--- src/rtl/mult_datapath_pkg.sv ---
// Shared constants for the shift-add multiplier datapath.
package mult_datapath_pkg;

    localparam int unsigned MULT_N = 4;
    localparam int unsigned PROD_W = 2 * MULT_N;

    // {en, flag} encodings driven by the sequencing controller
    localparam logic [1:0] CTRL_STEP = 2'b10;
    localparam logic [1:0] CTRL_DONE = 2'b11;

endpackage

--- src/rtl/mult_out_reg.sv ---
// Valid/ready product holding register; flags products overwritten before acceptance.
module mult_out_reg
    import mult_datapath_pkg::*;
#(
    parameter int unsigned W = PROD_W
) (
    input  logic         clk,
    input  logic         rst,
    input  logic         load_i,
    input  logic [W-1:0] data_i,
    input  logic         ready_i,
    output logic         valid_o,
    output logic [W-1:0] data_o,
    output logic         lost_o
);

    logic         valid_q, valid_d;
    logic [W-1:0] data_q, data_d;
    logic         lost_q, lost_d;

    always_ff @(posedge clk or posedge rst) begin
        if (rst) begin
            valid_q <= 1'b0;
            data_q  <= '0;
            lost_q  <= 1'b0;
        end else begin
            valid_q <= valid_d;
            data_q  <= data_d;
            lost_q  <= lost_d;
        end
    end

    // A load on the accepting edge replaces the product without counting it as lost
    always_comb begin
        valid_d = valid_q;
        data_d  = data_q;
        lost_d  = 1'b0;
        if (valid_q && ready_i) begin
            valid_d = 1'b0;
        end
        if (load_i) begin
            valid_d = 1'b1;
            data_d  = data_i;
            lost_d  = valid_q && !ready_i;
        end
    end

    assign valid_o = valid_q;
    assign data_o  = data_q;
    assign lost_o  = lost_q;

endmodule

--- src/rtl/mult_datapath.sv ---
// Shift-add multiplier core driven by the controller's en/flag; product leaves via mult_out_reg.
module mult_datapath
    import mult_datapath_pkg::*;
#(
    parameter int unsigned N = MULT_N
) (
    input  logic             clk,
    input  logic             rst,
    input  logic             start,
    input  logic [N-1:0]     a,
    input  logic [N-1:0]     b,
    input  logic             en,
    input  logic             flag,
    output logic             out_valid,
    input  logic             out_ready,
    output logic [2*N-1:0]   product,
    output logic             lost
);

    localparam int unsigned PW = 2 * N;
    localparam int unsigned CW = $clog2(N + 1);

    logic [PW-1:0] mcand_q, mcand_d;
    logic [N-1:0]  mplier_q, mplier_d;
    logic [PW-1:0] acc_q, acc_d;
    logic [CW-1:0] step_cnt_q, step_cnt_d;
    logic          done_c;

    always_ff @(posedge clk or posedge rst) begin
        if (rst) begin
            mcand_q    <= '0;
            mplier_q   <= '0;
            acc_q      <= '0;
            step_cnt_q <= '0;
        end else begin
            mcand_q    <= mcand_d;
            mplier_q   <= mplier_d;
            acc_q      <= acc_d;
            step_cnt_q <= step_cnt_d;
        end
    end

    // start outranks step/done and abandons any multiply in flight
    always_comb begin
        mcand_d    = mcand_q;
        mplier_d   = mplier_q;
        acc_d      = acc_q;
        step_cnt_d = step_cnt_q;
        done_c     = 1'b0;
        if (start) begin
            mcand_d    = PW'(a);
            mplier_d   = b;
            acc_d      = '0;
            step_cnt_d = '0;
        end else begin
            case ({en, flag})
                CTRL_STEP: begin
                    if (mplier_q[0]) begin
                        acc_d = acc_q + mcand_q;
                    end
                    mcand_d    = mcand_q << 1;
                    mplier_d   = mplier_q >> 1;
                    step_cnt_d = step_cnt_q + CW'(1);
                end
                CTRL_DONE: done_c = 1'b1;
                default: ;
            endcase
        end
    end

    // A done without exactly N preceding steps means the controller is out of sync
    step_cnt_chk: assert property (@(posedge clk) disable iff (rst)
        done_c |-> (step_cnt_q == CW'(N)));

    mult_out_reg #(
        .W (PW)
    ) u_out_reg (
        .clk     (clk),
        .rst     (rst),
        .load_i  (done_c),
        .data_i  (acc_q),
        .ready_i (out_ready),
        .valid_o (out_valid),
        .data_o  (product),
        .lost_o  (lost)
    );

endmodule

--- config.mk ---
export PLATFORM = sky130hd
export DESIGN_NAME = mult_datapath
export DESIGN_NICKNAME = d
export VERILOG_FILES = /design/src/rtl/mult_datapath_pkg.sv /design/src/rtl/mult_out_reg.sv /design/src/rtl/mult_datapath.sv
export SDC_FILE = /design/constraint.sdc
export NUM_CORES = 1
export LEC_CHECK = 0
export CAP_MARGIN = 20
export CORE_ASPECT_RATIO = 1.4
export CORE_UTILIZATION = 60
export CTS_BUF_LIST = sky130_fd_sc_hd__clkbuf_16
export DETAILED_ROUTE_END_ITERATION = 16
export DONT_BUFFER_PORTS = 1
export GPL_TIMING_DRIVEN = 0
export HOLD_SLACK_MARGIN = 0.1
export PLACE_DENSITY = 0.76
export SYNTH_ARGS = -nofsm -noshare
export SYNTH_HDL_FRONTEND = slang
export SYNTH_HIERARCHICAL = 1
export SYNTH_SLANG_ARGS = --single-unit
--- constraint.sdc ---
create_clock -name clk -period 2.55 [get_ports clk]
set_clock_uncertainty 0.2 [all_clocks]
set_input_delay 0.765 -clock clk [delete_from_list [all_inputs] [get_ports clk]]
set_output_delay 0.765 -clock clk [all_outputs]
set_load 0.1 [all_outputs]
==> results of run 1 <==
==> worst max-delay path by stage <==
stage                            startpoint                   to  slack (ns)  cells after the start
after detailed placement              start  u_out_reg/data_o[3]        0.33                      5
after global placement                start  u_out_reg/data_o[3]        0.33                      5
final                     u_out_reg/valid_o            out_valid        0.36                      0
after floorplan                       start  u_out_reg/data_o[0]        0.53                      5
after CTS                 u_out_reg/valid_o            out_valid        0.36                      0
after global routing             mcand_q[0]             acc_q[6]        0.21                      7
==> logic make-up after synthesis <==
family,Yosys count,share of synthesized area [%]
fa+ha+maj,8,6.71
mux,20,15.1
flops,30,46.8
xor+xnor,2,1.09
buf+inv,11,3.82
compound gates,29,11.6
simple gates,48,14.9
==> through the flow <==
| step | util [%] | power (mW) | cells | cell area (um^2) |
|---|---|---|---|---|
| after floorplan | - | 0.648 | 148 | 1600 |
| after global placement | 66.6 | 0.664 | 182 | 1650 |
| after detailed placement | 66.6 | 0.670 | 182 | 1650 |
| after CTS | 72.1 | 1.21 | 189 | 1780 |
| after global routing | 72.1 | 1.26 | 189 | 1780 |
| final | 72.1 | 1.20 | 189 | 1780 |
==> cells in the final DEF, fill, tap and decap left out, drive strengths merged, types with 2 or more instances in the layout <==
cell | synthesis | layout
clkbuf | 3 | 8
nand2 | 20 | 20
mux2i | 11 | 11
nand3 | 5 | 5
and3 | 2 | 2
clkinv | 0 | 2
nor2 | 9 | 9
inv | 4 | 4
dfrtp | 30 | 30
xnor2 | 2 | 2
buf | 4 | 4
a21o | 4 | 4
a211oi | 3 | 3
a21oi | 8 | 8
nor3 | 3 | 3
ha | 7 | 7
mux2 | 9 | 9
o21ai | 10 | 10
==> cell usage after synthesis, types with 2 or more instances <==
| master | instances | share of area (%) |
|---|---|---|
| dfrtp_1 | 30 | 47 |
| nand2_1 | 20 | 4.7 |
| mux2i_1 | 11 | 6.9 |
| nor2_1 | 9 | 2.1 |
| o21ai_0 | 9 | 2.8 |
| mux2_4 | 8 | 7.5 |
| a21oi_1 | 7 | 2.2 |
| ha_1 | 7 | 5.5 |
| nand3_1 | 5 | 1.6 |
| inv_1 | 4 | 0.94 |
| a21o_1 | 3 | 1.4 |
| clkbuf_1 | 3 | 0.70 |
| a211oi_1 | 2 | 0.94 |
| and3_2 | 2 | 0.94 |
| buf_6 | 2 | 1.4 |
| nor3_1 | 2 | 0.62 |
| xnor2_1 | 2 | 1.1 |
==> flip-flops by register name, indices dropped and copies added (netlist names) <==
register and count:
acc_q 8, mcand_q 8, u_out_reg/lost_o 1, u_out_reg/valid_o 1
u_out_reg/data_o 8, mplier_q 4
==> power by group <==
group / switching, mW / total [mW] / internal (mW) / leakage, nW
Clock: 0.190 / 0.540 / 0.350 / 0.0694
Sequential: 0.0613 / 0.560 / 0.498 / 0.403
Combinational: 0.0573 / 0.102 / 0.0447 / 0.419
Total: 0.309 / 1.20 / 0.893 / 0.891
==> per-layer routing <==
metal / up-vias / share of wire, % / global-route usage [%] / wire, um
met2: 50 / 55 / 47.0 / 1690
met5: - / 0 / 0 / 0
met4: 0 / 5.6 / 17.4 / 174
met3: 18 / 4.2 / 8.31 / 129
li1: 537 / - / - / -
met1: 542 / 36 / 22.5 / 1100
==> cell type report <==
cell class / count / area, um^2
Multi-Input combinational cell: 107 / 791
Sequential cell: 30 / 751
Tap cell: 34 / 42.5
Inverter: 4 / 15.0
Buffer: 7 / 46.3
Clock buffer: 5 / 125
Clock inverter: 2 / 10.0
Fill cell: 189 / 689
==> impl_metrics.env, run 1 <==
export IMPL_ant_nets=0
export IMPL_drv_cap=0
export IMPL_cts_root_buf="clkbuf_16"
export IMPL_clk_pin_slew_ns=0.05
export IMPL_io_buffers=0
export IMPL_grt_ovfl_total=0
export IMPL_min_path_type="in -> async"
export IMPL_avgRoutedWirePerCell_um=16.4
export IMPL_synth_area_um2=1600
export IMPL_grt_max_degree=21
export IMPL_fin_ws_ns=0.363
export IMPL_synth_enable_flop_cells=0
export IMPL_cts_tree="yes"
export IMPL_num_nets_final=177
export IMPL_first_iter_violations=9
export IMPL_synth_flop_cell="dfrtp_1"
export IMPL_pre_cts_ws_ns=0.329
export IMPL_status="finished, final reports clean"
export IMPL_maxSlewViolCount=0
export IMPL_cts_sinks=30
export IMPL_cts_buffer_depth=2
export IMPL_first_pass_iters=4
export IMPL_cts_hold_buf=0
export IMPL_hold_ws_ns=0.141
export IMPL_drcViolationCount=0
export IMPL_peakVddDrop_v=0.000570
export IMPL_via_count=1147
export IMPL_end_kind="output port"
export IMPL_r2r_start="mcand_q[0]"
export IMPL_synth_cells=148
export IMPL_synth_seq_cells=30
export IMPL_place_hpwl_um=2200
export IMPL_h_tree_depth=2
export IMPL_die_w_um=45.7
export IMPL_tightest_slew_ns=0.924
export IMPL_r2r_setup_slack_ns=0.37
export IMPL_crit_type="reg -> out"
export IMPL_die_h_um=63.2
export IMPL_routed_wirelength_um=3100
export IMPL_leakage_nw=0.891
export IMPL_relSlewSlack_pct=38.4
export IMPL_syn_area_per_cell_um2=10.8
export IMPL_synthToLayoutAreaGrowth_pct=11.1
export IMPL_grt_usage_pct=26.2
export IMPL_ctsResizeCount=0
export IMPL_cp_start_kind="flop"
export IMPL_rows=21
export IMPL_cts_buffers=5
export IMPL_ys_warn_count=6
export IMPL_num_antenna_cells=0
export IMPL_synth_distinct_cells=39
export IMPL_syn_num_nets=170
export IMPL_antenna_found_initial=0
export IMPL_grt_first_pass_wirelength_um=5260
export IMPL_rsz0062_at_grt="no"
export IMPL_insertion_delay_ns=0.27
export IMPL_dieArea_um2=2880
export IMPL_reg2reg_depth=7
export IMPL_crit_required_ns=1.59
export IMPL_worstPathMaxFanout=3
export IMPL_design_core_area_um2=2470
export IMPL_power_density_nw_per_um2=675
export IMPL_critPathArrivalTime_ns=1.22
export IMPL_first_global_vias=1275
export IMPL_layout_drive_gt1_share_pct=18.1
export IMPL_design_portCount=24
export IMPL_post_route_period_util_pct=85.8
export IMPL_final_hold_viol_count=0
export IMPL_initial_core_util_pct=64.9
export IMPL_period_needed_ns=2.19
export IMPL_yosysSeqAreaShare_pct=46.8
export IMPL_gp_congestion=0.855
export IMPL_fmax_mhz=457
export IMPL_r2r_end="acc_q[6]"
export IMPL_fin_setup_tns_ns=0
export IMPL_synthArstFlopShare_pct=100
export IMPL_viasPerCell=6.07
export IMPL_setup_violations=0
export IMPL_post_cts_setup_buffer_count=0
Power figures use the tool's default switching activity.
==> run 2: changes to the inputs <==
--- a/config.mk
+++ b/config.mk
@@ -5,6 +5,7 @@
 export SDC_FILE = /design/constraint.sdc
 export NUM_CORES = 1
 export LEC_CHECK = 0
+export ABC_AREA = 0
 export CAP_MARGIN = 20
 export CORE_ASPECT_RATIO = 1.4
 export CORE_UTILIZATION = 60
@@ -14,6 +15,7 @@
 export GPL_TIMING_DRIVEN = 0
 export HOLD_SLACK_MARGIN = 0.1
 export PLACE_DENSITY = 0.76
+export SETUP_SLACK_MARGIN = 0.3
 export SYNTH_ARGS = -nofsm -noshare
 export SYNTH_HDL_FRONTEND = slang
 export SYNTH_HIERARCHICAL = 1
==> impl_metrics.env, run 2 (synthesized netlist as in run 1, its figures left out) <==
export IMPL_maxSlewViolCount=0
export IMPL_dp_cells=182
export IMPL_ant_nets=0
export IMPL_die_h_um=63.2
export IMPL_initial_core_util_pct=64.9
export IMPL_worstPathMaxFanout=3
export IMPL_fin_cells=189
export IMPL_first_global_vias=1275
export IMPL_final_hold_viol_count=0
export IMPL_num_antenna_cells=0
export IMPL_h_tree_depth=2
export IMPL_cts_hold_buf=0
export IMPL_synthToLayoutAreaGrowth_pct=11.3
export IMPL_leakage_nw=0.892
export IMPL_place_hpwl_um=2200
export IMPL_clk_pin_slew_ns=0.05
export IMPL_setup_violations=0
export IMPL_relSlewSlack_pct=38.4
export IMPL_via_count=1143
export IMPL_layout_common_cells="30 x dfrtp_1, 20 x nand2_1, 11 x mux2i_1"
export IMPL_io_buffers=0
export IMPL_peakVddDrop_v=0.000570
export IMPL_status="finished, final reports clean"
export IMPL_critPathArrivalTime_ns=1.22
export IMPL_end_kind="output port"
export IMPL_cts_buffers=5
export IMPL_cts_sinks=30
export IMPL_cts_root_buf="clkbuf_16"
export IMPL_gp_congestion=0.855
export IMPL_crit_type="reg -> out"
export IMPL_grt_first_pass_wirelength_um=5260
export IMPL_grt_ovfl_total=0
export IMPL_min_path_type="in -> async"
export IMPL_layout_drive_gt1_share_pct=18.7
export IMPL_first_iter_violations=13
export IMPL_nFillCells=190
export IMPL_first_pass_iters=4
export IMPL_avgRoutedWirePerCell_um=16.7
export IMPL_cp_start_kind="flop"
export IMPL_power_density_nw_per_um2=676
export IMPL_grt_max_degree=21
export IMPL_drv_cap=0
export IMPL_antenna_found_initial=0
export IMPL_rows=21
export IMPL_drcViolationCount=0
export IMPL_rsz0062_at_grt="no"
export IMPL_post_route_period_util_pct=85.8
export IMPL_die_w_um=45.7
export IMPL_viasPerCell=6.05
export IMPL_final_common_cell="dfrtp_1"
export IMPL_fin_setup_tns_ns=0
export IMPL_tightest_slew_ns=0.924
export IMPL_routed_wirelength_um=3150
export IMPL_cts_tree="yes"
export IMPL_post_cts_setup_buffer_count=0
export IMPL_fmax_mhz=457
export IMPL_insertion_delay_ns=0.27
export IMPL_grt_usage_pct=26.2
export IMPL_design_portCount=24
export IMPL_ctsResizeCount=0
export IMPL_cts_buffer_depth=2
export IMPL_design_core_area_um2=2470
export IMPL_crit_required_ns=1.59
export IMPL_num_nets_final=177
export IMPL_dieArea_um2=2880
export IMPL_period_needed_ns=2.19
## run 2: area by class of cell
class / instances / area, um^2 / area share (%)
multi-input cells: 107 / 795 / 44.5
flip-flops and latches: 30 / 751 / 42.1
clock buffers: 5 / 125 / 7.01
plain buffers: 7 / 46.3 / 2.59
well taps: 34 / 42.5 / 2.38
inverters: 4 / 15.0 / 0.842
clock inverters: 2 / 10.0 / 0.561
## run 2: worst register-to-register path: stages, from the launching register on
cell,delay [ns]
dfrtp_1,0.40
ha_1,0.25
fa_1,0.41
a21o_1,0.22
a21oi_2,0.19
xnor2_1,0.13
nand2_1,0.08
a21oi_1,0.14
## run 2: final timing paths
path,start,endpoint,slack [ns],cells after the start
hold reg to reg,mplier_q[3],mplier_q[3],0.35,2
setup reg to reg,mcand_q[0],acc_q[4],0.45,7
setup / recovery,u_out_reg/valid_o,out_valid,0.36,0
min in group clk,mplier_q[3],mplier_q[3],0.35,2
hold / removal,rst,u_out_reg/data_o[5],0.14,1
max in group asynchronous,rst,mcand_q[7],1.40,1
## run 2: power breakdown
group          leakage (nW)  internal [mW]  total (mW)  switching [mW]
clock network        0.0694          0.350       0.543           0.192
logic                 0.420         0.0451       0.104          0.0584
registers             0.403          0.498       0.559          0.0612
total                 0.892          0.894        1.21           0.312
## run 2: per-layer routing
layer  share of wire, %  global-route usage [%]  vias to the layer above
li1                   -                       -                      536
met1                 36                    22.5                      536
met2                 55                    47.0                       53
met3                4.1                    8.31                       18
met4                5.5                    17.4                        0
met5                  0                       0                        -
## run 2: stage by stage
| stage | setup WS, ns | utilization [%] | hold WS, ns | instance area [um^2] | power (mW) |
|---|---|---|---|---|---|
| final | 0.362 | 72.2 | 0.140 | 1780 | 1.21 |
| after global routing | 0.338 | 72.2 | 0.170 | 1780 | 1.26 |
| after CTS | 0.357 | 72.1 | 0.151 | 1780 | 1.21 |
| after detailed placement | 0.329 | 66.6 | 0.339 | 1650 | 0.670 |
| after global placement | 0.334 | 66.6 | 0.320 | 1650 | 0.664 |
| after floorplan | 0.526 | - | 0.302 | 1600 | 0.648 |
